--- config.mk ---
export PLATFORM = sky130hd
export DESIGN_NAME = rom_responder_flat
export DESIGN_NICKNAME = d
export VERILOG_FILES = /design/src/rtl/rom_responder_if.sv /design/src/rtl/rom_responder.sv /design/src/flat_wrapper.sv
export SDC_FILE = /design/constraint.sdc
export NUM_CORES = 2
export LEC_CHECK = 0
export CORE_MARGIN = 10
export CORE_UTILIZATION = 49
export DETAILED_ROUTE_END_ITERATION = 16
export GPL_ROUTABILITY_DRIVEN = 0
export SYNTH_ARGS = -nofsm -noshare
export SYNTH_HDL_FRONTEND = slang
export SYNTH_SLANG_ARGS = --single-unit
--- constraint.sdc ---
create_clock -name clock -period 9.65 [get_ports clock]
set_clock_uncertainty 0.05 [all_clocks]
set_input_delay 1.4475 -clock clock [delete_from_list [all_inputs] [get_ports clock]]
set_output_delay 1.4475 -clock clock [all_outputs]
set_load 0.05 [all_outputs]
--- src/rtl/rom_responder_if.sv ---
// Bus and load-port bundle for rom_responder: CPU multiplexed nibble bus,
// program-store load handshake and sticky status flags.
interface rom_responder_if;
    logic       sync;
    logic       rom_cmd;
    logic [3:0] cpu_data_i;
    logic       cpu_data_en;
    logic [3:0] rom_data_o;
    logic       rom_data_oe;
    logic       load_valid;
    logic [3:0] load_nibble;
    logic       load_ready;
    logic       sync_err;
    logic       bus_conflict;

    modport slave (
        input  sync, rom_cmd, cpu_data_i, cpu_data_en, load_valid, load_nibble,
        output rom_data_o, rom_data_oe, load_ready, sync_err, bus_conflict
    );

    modport master (
        output sync, rom_cmd, cpu_data_i, cpu_data_en, load_valid, load_nibble,
        input  rom_data_o, rom_data_oe, load_ready, sync_err, bus_conflict
    );
endinterface

--- src/rtl/rom_responder.sv ---
// Program-memory responder on a 4-bit multiplexed CPU bus: tracks the 8-phase
// instruction cycle, returns opcode nibbles in M1/M2, loads store while idle.
module rom_responder #(
    parameter int unsigned ADDR_BITS = 8,       // 4..8
    parameter logic [3:0]  CHIP_ID   = 4'h0
) (
    input logic        clock,
    input logic        reset,
    rom_responder_if.slave bus
);
    localparam int unsigned DEPTH = 2 ** ADDR_BITS;

    typedef enum logic [3:0] {
        IDLE, A1, A2, A3, M1, M2, X1, X2, X3
    } phase_t;

    phase_t               phase;
    logic [3:0]           addr_lo;
    logic [3:0]           addr_hi;
    logic [7:0]           addr_full;
    logic [ADDR_BITS-1:0] fetch_idx;
    logic [ADDR_BITS-1:0] idx;
    logic [7:0]           mem [DEPTH];
    logic [7:0]           fetch_byte;
    logic [7:0]           held_byte;
    logic [3:0]           data_q;
    logic                 oe_q;
    logic                 sync_err_q;
    logic                 conflict_q;

    logic [ADDR_BITS-1:0] load_addr;
    logic [3:0]           load_hi;
    logic                 expect_high;
    logic                 accept;

    assign addr_full  = {addr_hi, addr_lo};
    assign fetch_idx  = addr_full[ADDR_BITS-1:0];
    assign fetch_byte = mem[fetch_idx];
    assign held_byte  = mem[idx];

    assign bus.rom_data_o   = data_q;
    assign bus.rom_data_oe  = oe_q;
    assign bus.sync_err     = sync_err_q;
    assign bus.bus_conflict = conflict_q;
    assign bus.load_ready   = (phase == IDLE);

    assign accept = bus.load_valid && (phase == IDLE);

    always_ff @(posedge clock or posedge reset) begin
        if (reset) begin
            phase      <= IDLE;
            data_q     <= '0;
            oe_q       <= 1'b0;
            sync_err_q <= 1'b0;
            conflict_q <= 1'b0;
            addr_lo    <= '0;
            addr_hi    <= '0;
            idx        <= '0;
        end else begin
            if (bus.cpu_data_en && oe_q)
                conflict_q <= 1'b1;

            // A stray sync mid-cycle resynchronises to A1 and cancels any drive.
            if (bus.sync && phase != IDLE && phase != X3) begin
                phase      <= A1;
                sync_err_q <= 1'b1;
                oe_q       <= 1'b0;
                data_q     <= '0;
            end else begin
                case (phase)
                    IDLE: if (bus.sync) phase <= A1;
                    A1: begin
                        addr_lo <= bus.cpu_data_i;
                        phase   <= A2;
                    end
                    A2: begin
                        addr_hi <= bus.cpu_data_i;
                        phase   <= A3;
                    end
                    A3: begin
                        idx <= fetch_idx;
                        if (bus.rom_cmd && bus.cpu_data_i == CHIP_ID) begin
                            data_q <= fetch_byte[7:4];
                            oe_q   <= 1'b1;
                        end
                        phase <= M1;
                    end
                    M1: begin
                        if (oe_q) data_q <= held_byte[3:0];
                        phase <= M2;
                    end
                    M2: begin
                        oe_q   <= 1'b0;
                        data_q <= '0;
                        phase  <= X1;
                    end
                    X1: phase <= X2;
                    X2: phase <= X3;
                    X3: begin
                        if (bus.sync) begin
                            phase <= A1;
                        end else begin
                            phase      <= IDLE;
                            sync_err_q <= 1'b1;
                        end
                    end
                    default: phase <= IDLE;
                endcase
            end
        end
    end

    // Nibble pairing survives a non-idle gap; only reset discards a half byte.
    always_ff @(posedge clock or posedge reset) begin
        if (reset) begin
            load_addr   <= '0;
            load_hi     <= '0;
            expect_high <= 1'b1;
        end else if (accept) begin
            if (expect_high) begin
                load_hi     <= bus.load_nibble;
                expect_high <= 1'b0;
            end else begin
                load_addr   <= load_addr + 1'b1;
                expect_high <= 1'b1;
            end
        end
    end

    always_ff @(posedge clock) begin
        if (accept && !expect_high)
            mem[load_addr] <= {load_hi, bus.load_nibble};
    end
endmodule

--- src/flat_wrapper.sv ---
// flat-port wrapper written by rule: the top's interface ports become plain ports
module rom_responder_flat 
#(
    parameter int unsigned ADDR_BITS = 8,              
    parameter logic [3:0]  CHIP_ID   = 4'h0
)
  (clock, reset, bus_sync, bus_rom_cmd, bus_cpu_data_i, bus_cpu_data_en, bus_load_valid, bus_load_nibble, bus_rom_data_o, bus_rom_data_oe, bus_load_ready, bus_sync_err, bus_bus_conflict);
  rom_responder_if bus_i ();
  input logic clock;
  input logic reset;
  input wire logic [$bits(bus_i.sync)-1:0] bus_sync;
  input wire logic [$bits(bus_i.rom_cmd)-1:0] bus_rom_cmd;
  input wire logic [$bits(bus_i.cpu_data_i)-1:0] bus_cpu_data_i;
  input wire logic [$bits(bus_i.cpu_data_en)-1:0] bus_cpu_data_en;
  input wire logic [$bits(bus_i.load_valid)-1:0] bus_load_valid;
  input wire logic [$bits(bus_i.load_nibble)-1:0] bus_load_nibble;
  output wire logic [$bits(bus_i.rom_data_o)-1:0] bus_rom_data_o;
  output wire logic [$bits(bus_i.rom_data_oe)-1:0] bus_rom_data_oe;
  output wire logic [$bits(bus_i.load_ready)-1:0] bus_load_ready;
  output wire logic [$bits(bus_i.sync_err)-1:0] bus_sync_err;
  output wire logic [$bits(bus_i.bus_conflict)-1:0] bus_bus_conflict;
  assign bus_i.sync = bus_sync;
  assign bus_i.rom_cmd = bus_rom_cmd;
  assign bus_i.cpu_data_i = bus_cpu_data_i;
  assign bus_i.cpu_data_en = bus_cpu_data_en;
  assign bus_i.load_valid = bus_load_valid;
  assign bus_i.load_nibble = bus_load_nibble;
  assign bus_rom_data_o = bus_i.rom_data_o;
  assign bus_rom_data_oe = bus_i.rom_data_oe;
  assign bus_load_ready = bus_i.load_ready;
  assign bus_sync_err = bus_i.sync_err;
  assign bus_bus_conflict = bus_i.bus_conflict;
  rom_responder #(.ADDR_BITS(ADDR_BITS), .CHIP_ID(CHIP_ID)) u_core (.clock(clock), .reset(reset), .bus(bus_i));
endmodule
* Word-level counts from Yosys, hierarchy flattened
Memory sizes are Yosys's and may differ from the RTL's.
Cells that the tools add are included.
** Cells by class
- Add/subtract/negate cells :: 1
- Eq/ne operators :: 13
- Multiplexer cells :: 17
- Bitwise operators :: 2
- Reductions and logical operators :: 21
** Operators by type and width (count)
- $pmux W4 S9 :: 1
- $mux W4 :: 5
- $eq A4 B3 Y1 const B :: 4
- $reduce_and A2 Y1 :: 7
- $pmux W4 S3 :: 1
- $mux W1 :: 9
- $add A8 B1 Y8 const B :: 1
- $eq A4 B2 Y1 const B :: 2
- $logic_not A4 Y1 :: 2
- $reduce_bool A4 Y1 :: 2
- $logic_and A1 B1 Y1 :: 6
- $ne A3 B1 Y1 const B :: 2
- $eq A4 B1 Y1 const B :: 1
- $eq A4 B4 Y1 const B :: 1
- $ne A4 B4 Y1 const B :: 1
- $ne A3 B2 Y1 const B :: 1
- $reduce_and A3 Y1 :: 1
- $reduce_bool A3 Y1 :: 1
- $ne A2 B1 Y1 const B :: 1
- $not A1 Y1 :: 2
- $pmux W1 S2 :: 1
- $reduce_bool A2 Y1 :: 1
- $logic_not A1 Y1 :: 1
** Word-level totals
- Register bits :: 40
- Memory bits (writable) :: 2048
- Output and inout bits :: 8
- Memories kept :: 1
** Memory list
- u_core.mem :: words 256, width 8, read ports 2, clocked after Yosys merged registers in 0, wr ports 1, RTL line rom_responder.sv:23 : logic [7:0] mem [DEPTH];

* Logic depth before layout (Yosys ltp)
- Depth after elaboration :: 5
- Mapped depth :: 13
- Depth with buffers taken out :: 8

* Least setup slack after synthesis
No wires, ideal clock.
- Kind :: reg-to-reg
- From :: register u_core.load_hi[0]
- To :: memory u_core.mem[0][4] (data pin)
- Setup time :: 803 ps
- Arrival time :: 3179 ps
- Data required time :: 8797 ps
- Path slack :: 5618 ps
- Stages on the path, launching flop included :: 1
- Buffers on the path :: 0
- Cell sequence :: dfrtp_1
** RTL lines
- start: declaration :: RTL line rom_responder.sv:32 : logic [3:0] load_hi;
- start signal: assignment :: RTL line rom_responder.sv:121 : load_hi <= bus.load_nibble;
- end: declaration :: RTL line rom_responder.sv:23
No word-level cell before the write port.

* Worst setup path in the final report
- From :: register u_core.idx[1]
- To :: register u_core.data_q[1], in the netlist u_core.bus.rom_data_o[1]
** Between the ends
- Word-level cells in the longest chain between the ends :: 4
** Ends and longest elaborated chain
- start: declaration :: RTL line rom_responder.sv:22 : logic [ADDR_BITS-1:0] idx;
- start signal: assignment :: RTL line rom_responder.sv:81 : idx <= fetch_idx;
- $mem_v2 Z256 W8
- $mux W4 :: RTL line rom_responder.sv:89 : if (oe_q) data_q <= held_byte[3:0];
- $pmux W4 S3 :: RTL line rom_responder.sv:70 : case (phase)
- $mux W4 :: RTL line rom_responder.sv:64 : if (bus.sync && phase != IDLE && phase != X3) begin
- end signal: assignment :: RTL line rom_responder.sv:83 : data_q <= fetch_byte[7:4];
- end signal: assignment :: RTL line rom_responder.sv:89
- end: declaration :: RTL line rom_responder.sv:26 : logic [3:0] data_q;
Every way passes these cells. The select of a mux whose other input is x is not followed.
A chain may end at the register's enable or synchronous reset.

==> impl_metrics.xml <==
<?xml version="1.0" encoding="UTF-8"?>
<metrics>
  <group name="synthesis">
    <metric name="yosysUniqueCellTypes" unit="">67</metric>
    <metric name="avgSynthCellArea" unit="um2">21.02</metric>
    <metric name="post_synthesis_cell_count" unit="">3885</metric>
    <metric name="synth_top_area_share" unit="%">75.31</metric>
    <metric name="yosys.area.top_type" unit="">sky130_fd_sc_hd__edfxtp_1</metric>
    <metric name="synthFlopType" unit="">sky130_fd_sc_hd__edfxtp_1</metric>
    <metric name="asyncSetResetFlopFracSynth" unit="%">1.916</metric>
    <metric name="synth_seq_cells" unit="">2088</metric>
    <metric name="synth_common_cells" unit="">2048 x sky130_fd_sc_hd__edfxtp_1, 485 x sky130_fd_sc_hd__mux4_2, 307 x sky130_fd_sc_hd__nor2_1</metric>
    <metric name="post_synthesis_net_count" unit="">3903</metric>
    <metric name="synthesis.yosys.warnings" unit="">0</metric>
    <metric name="synth_enable_flop_cells" unit="">2048</metric>
    <metric name="synthMostInstantiatedCell" unit="">sky130_fd_sc_hd__edfxtp_1</metric>
    <metric name="synth_seq_area_share" unit="%">76.54</metric>
    <metric name="synthTopCellsByArea" unit="">sky130_fd_sc_hd__edfxtp_1 75%, sky130_fd_sc_hd__mux4_2 13%, sky130_fd_sc_hd__mux2i_1 2.2%</metric>
    <metric name="netlist_area" unit="um2">81660</metric>
  </group>
  <group name="sta">
    <metric name="timing.final.max_slew_violations" unit="">0</metric>
    <metric name="report.final.hold_viol_count" unit="">0</metric>
    <metric name="whs" unit="ps">408.6</metric>
    <metric name="setup_tns" unit="ps">0</metric>
    <metric name="slew_limit_headroom" unit="%">21.28</metric>
    <metric name="finalCritPeriodShare" unit="%">49.04</metric>
    <metric name="rsz0062_at_grt" unit="">false</metric>
    <metric name="period_minus_slack" unit="ps">4733</metric>
    <metric name="max_slew.worst_pin.slew" unit="ps">1178</metric>
    <metric name="final_setup_fails" unit="">0</metric>
    <metric name="max_clock_freq" unit="MHz">211.3</metric>
  </group>
  <group name="critical_path">
    <metric name="path_class" unit="">register to register</metric>
    <metric name="startpoint_type" unit="">register</metric>
    <metric name="cp_data_required_time" unit="ps">10290</metric>
    <metric name="worstPathCellList" unit="">buf_12 &gt; buf_4 &gt; mux4_2 &gt; mux4_2 &gt; nand2_1 &gt; a21oi_1 &gt; a211oi_1 &gt; a31oi_1 &gt; nand3_1 &gt; nand4b_1</metric>
    <metric name="crit_path_end_kind" unit="">register</metric>
    <metric name="critical_path_peak_fanout" unit="">92</metric>
    <metric name="cp_slowest_cell" unit="">sky130_fd_sc_hd__dfrtp_4</metric>
    <metric name="max_stage_delay" unit="ps">810</metric>
    <metric name="worst-endpoint-arrival" unit="ps">5370</metric>
    <metric name="timing.critical_path.mode_cell" unit="">sky130_fd_sc_hd__mux4_2</metric>
  </group>
  <group name="power_and_ir_drop">
    <metric name="power.static_leakage" unit="uW">0.02817</metric>
    <metric name="vdd_drop_max" unit="mV">0.3228</metric>
    <metric name="pwr_density_cell" unit="nW/um2">291.1</metric>
  </group>
  <group name="worst_hold_path">
    <metric name="worst_min_delay_path_category" unit="">register to register</metric>
  </group>
  <group name="routing">
    <metric name="postRouteWirelength" unit="um">226200</metric>
    <metric name="antenna_left" unit="">0</metric>
    <metric name="detailedRoute.firstPassIterationCount" unit="">5</metric>
    <metric name="detailroute.via_count" unit="">41160</metric>
    <metric name="wl_per_cell" unit="um">35.65</metric>
    <metric name="drt_first_iter_violations" unit="">6120</metric>
    <metric name="vias_cell" unit="">6.488</metric>
    <metric name="drt_drc_violations_left" unit="">0</metric>
  </group>
  <group name="cts">
    <metric name="worstSkewPairLatency" unit="ps">830</metric>
    <metric name="cts_resized" unit="">0</metric>
    <metric name="postCtsSetupRepairBufs" unit="">0</metric>
    <metric name="numCtsBuffers" unit="">207</metric>
    <metric name="cts_sinks" unit="">2088</metric>
    <metric name="cts-htree-levels" unit="">4</metric>
    <metric name="post_cts_hold_buffer_count" unit="">0</metric>
    <metric name="worst_setup_hold_path_clk_slew" unit="ps">70</metric>
    <metric name="clock_tree.root_cell" unit="">sky130_fd_sc_hd__clkbuf_16</metric>
    <metric name="cts_tree" unit="">yes</metric>
    <metric name="clock_path_buffers" unit="">3</metric>
  </group>
  <group name="placed_design">
    <metric name="hpwlAfterDp" unit="um">137800</metric>
    <metric name="place.port_buffers" unit="">21</metric>
    <metric name="post-place-cells" unit="">5956</metric>
  </group>
  <group name="outcome">
    <metric name="outcome" unit="">finished, final reports clean</metric>
  </group>
  <group name="grt">
    <metric name="largest_net_degree_at_the_start_of_global_routing" unit="">153</metric>
    <metric name="antenna_violations_before_repair" unit="">4</metric>
    <metric name="grt_util_all_layers" unit="%">24.43</metric>
    <metric name="overflow" unit="">0</metric>
    <metric name="grt_pass1_vias" unit="">40690</metric>
    <metric name="grt_first_pass_wirelength" unit="um">320900</metric>
  </group>
  <group name="job">
    <metric name="max_cap_viol_count" unit="">0</metric>
  </group>
  <group name="floorplan">
    <metric name="die_y" unit="um">428.2</metric>
    <metric name="die_w" unit="um">428.2</metric>
    <metric name="die_footprint" unit="um2">183400</metric>
    <metric name="initial_core_util" unit="%">49.38</metric>
    <metric name="row_count" unit="">149</metric>
    <metric name="design.portCount" unit="">22</metric>
    <metric name="coreArea" unit="um2">165400</metric>
  </group>
  <group name="finish">
    <metric name="stdcell_count" unit="">6344</metric>
    <metric name="ff_latch_area" unit="um2">62550</metric>
    <metric name="num-fill-cells" unit="">12270</metric>
    <metric name="final_nets" unit="">3994</metric>
    <metric name="synthToLayoutAreaGrowth" unit="%">11.26</metric>
    <metric name="drive_gt1_share" unit="%">22.82</metric>
    <metric name="multiInputGateArea" unit="um2">17790</metric>
  </group>
</metrics>
## worst paths after layout
check	startpoint	end	slack (ps)	depth (start not counted)
setup / recovery	u_core.idx[1]	u_core.bus.rom_data_o[1]	4920	10
hold / removal	u_core.bus.bus_conflict	u_core.bus.bus_conflict	410	1
setup reg to reg	u_core.idx[1]	u_core.bus.rom_data_o[1]	4920	10
hold reg to reg	u_core.bus.bus_conflict	u_core.bus.bus_conflict	410	1
max in group asynchronous	reset	u_core.addr_lo[0]	7830	3
min in group asynchronous	reset	u_core.load_hi[0]	740	2
## report_power, final
group | internal, uW | switching [uW] | leakage [uW]
clock | 4640 | 3410 | 0.00331
combinational | 2580 | 4580 | 0.00593
sequential | 10700 | 536 | 0.0189
## logic make-up after synthesis
kind of cell / synth area share (%)
flip-flops: 76.54
AND/OR/NAND/NOR: 2.930
buffers and inverters: 1.813
AO/OA/AOI/OAI: 2.631
adder cells (fa/ha/maj): 0.06129
multiplexers: 15.91
XOR/XNOR: 0.1180
## worst max-delay path, delay by kind of cell (launching register included)
| family | cells | cell delay (ps) |
|---|---|---|
| compound gates | 3 | 1050 |
| flops | 1 | 810 |
| mux | 2 | 950 |
| simple gates | 3 | 370 |
| buf+inv | 2 | 1160 |
## per-layer routing
metal,vias to the layer above,global-route usage [%],part of all wire (%)
li1,16370,-,-
met4,2,7.679,3.4
met1,21900,36.28,41
met5,-,0.1301,0.0057
met2,2522,35.58,44
met3,378,6.235,11
## sequential cells by signal, indices dropped and copies added (netlist names)
| name | flops |
|---|---|
| u_core.load_hi | 4 |
| u_core.load_addr | 8 |
| u_core.bus.bus_conflict | 1 |
| u_core.addr_hi | 4 |
| u_core.expect_high | 1 |
| u_core.mem | 2048 |
| u_core.bus.rom_data_oe | 1 |
| u_core.idx | 8 |
| u_core.phase | 4 |
| u_core.addr_lo | 4 |
| u_core.bus.sync_err | 1 |
| u_core.bus.rom_data_o | 4 |
## cell type report
class	count	area share (%)
sequential	2088	68.84
multi-input combinational	1558	19.58
clock buffer	272	6.187
tap	2189	3.014
clock inverter	115	1.261
timing repair buffer	110	1.066
inverter	11	0.04820
antenna	1	0.002754
## through the flow
stage	setup WS [ps]	area (um2)	total power [uW]	utilization, %
after detailed placement	4295	84090	18540	50.85
final	4917	90860	26450	54.94
after global placement	4374	84090	18530	50.85
after global routing	4807	90850	27220	54.94
after floorplan	5618	81660	15740	-
after CTS	5121	90850	26510	54.94
## layout by cell type (no fill, tap or decap), types with 6 or more instances in the layout
cell	Yosys	layout
sky130_fd_sc_hd__clkbuf_8	0	11
sky130_fd_sc_hd__buf_12	7	6
sky130_fd_sc_hd__clkbuf_1	99	52
sky130_fd_sc_hd__nand2b_1	8	7
sky130_fd_sc_hd__clkbuf_16	0	213
sky130_fd_sc_hd__clkinv_2	0	41
sky130_fd_sc_hd__nor3_1	18	17
sky130_fd_sc_hd__mux2_2	22	22
sky130_fd_sc_hd__and3_1	6	6
sky130_fd_sc_hd__dfrtp_4	0	11
sky130_fd_sc_hd__o21ai_0	39	39
sky130_fd_sc_hd__o211ai_1	8	8
sky130_fd_sc_hd__a31oi_1	7	7
sky130_fd_sc_hd__xnor2_1	9	9
sky130_fd_sc_hd__buf_4	25	83
sky130_fd_sc_hd__inv_1	10	7
sky130_fd_sc_hd__nor2_1	307	305
sky130_fd_sc_hd__o221ai_1	25	25
sky130_fd_sc_hd__clkinvlp_4	0	6
sky130_fd_sc_hd__nand2_1	99	98
sky130_fd_sc_hd__dfrtp_1	39	26
sky130_fd_sc_hd__a22oi_1	53	53
sky130_fd_sc_hd__nand3_1	51	39
sky130_fd_sc_hd__a221oi_1	38	38
sky130_fd_sc_hd__o22ai_1	31	31
sky130_fd_sc_hd__clkdlybuf4s50_1	0	17
sky130_fd_sc_hd__edfxtp_1	2048	2048
sky130_fd_sc_hd__nand4_1	16	16
sky130_fd_sc_hd__nor2b_1	22	17
sky130_fd_sc_hd__bufinv_16	0	20
sky130_fd_sc_hd__a21oi_1	41	41
sky130_fd_sc_hd__nor4_1	10	9
sky130_fd_sc_hd__nand3_2	0	11
sky130_fd_sc_hd__clkinv_1	1	37
sky130_fd_sc_hd__mux2i_1	182	182
sky130_fd_sc_hd__mux4_2	485	485
sky130_fd_sc_hd__o2111ai_1	8	8
No activity file was read; power rests on OpenSTA's default activity.
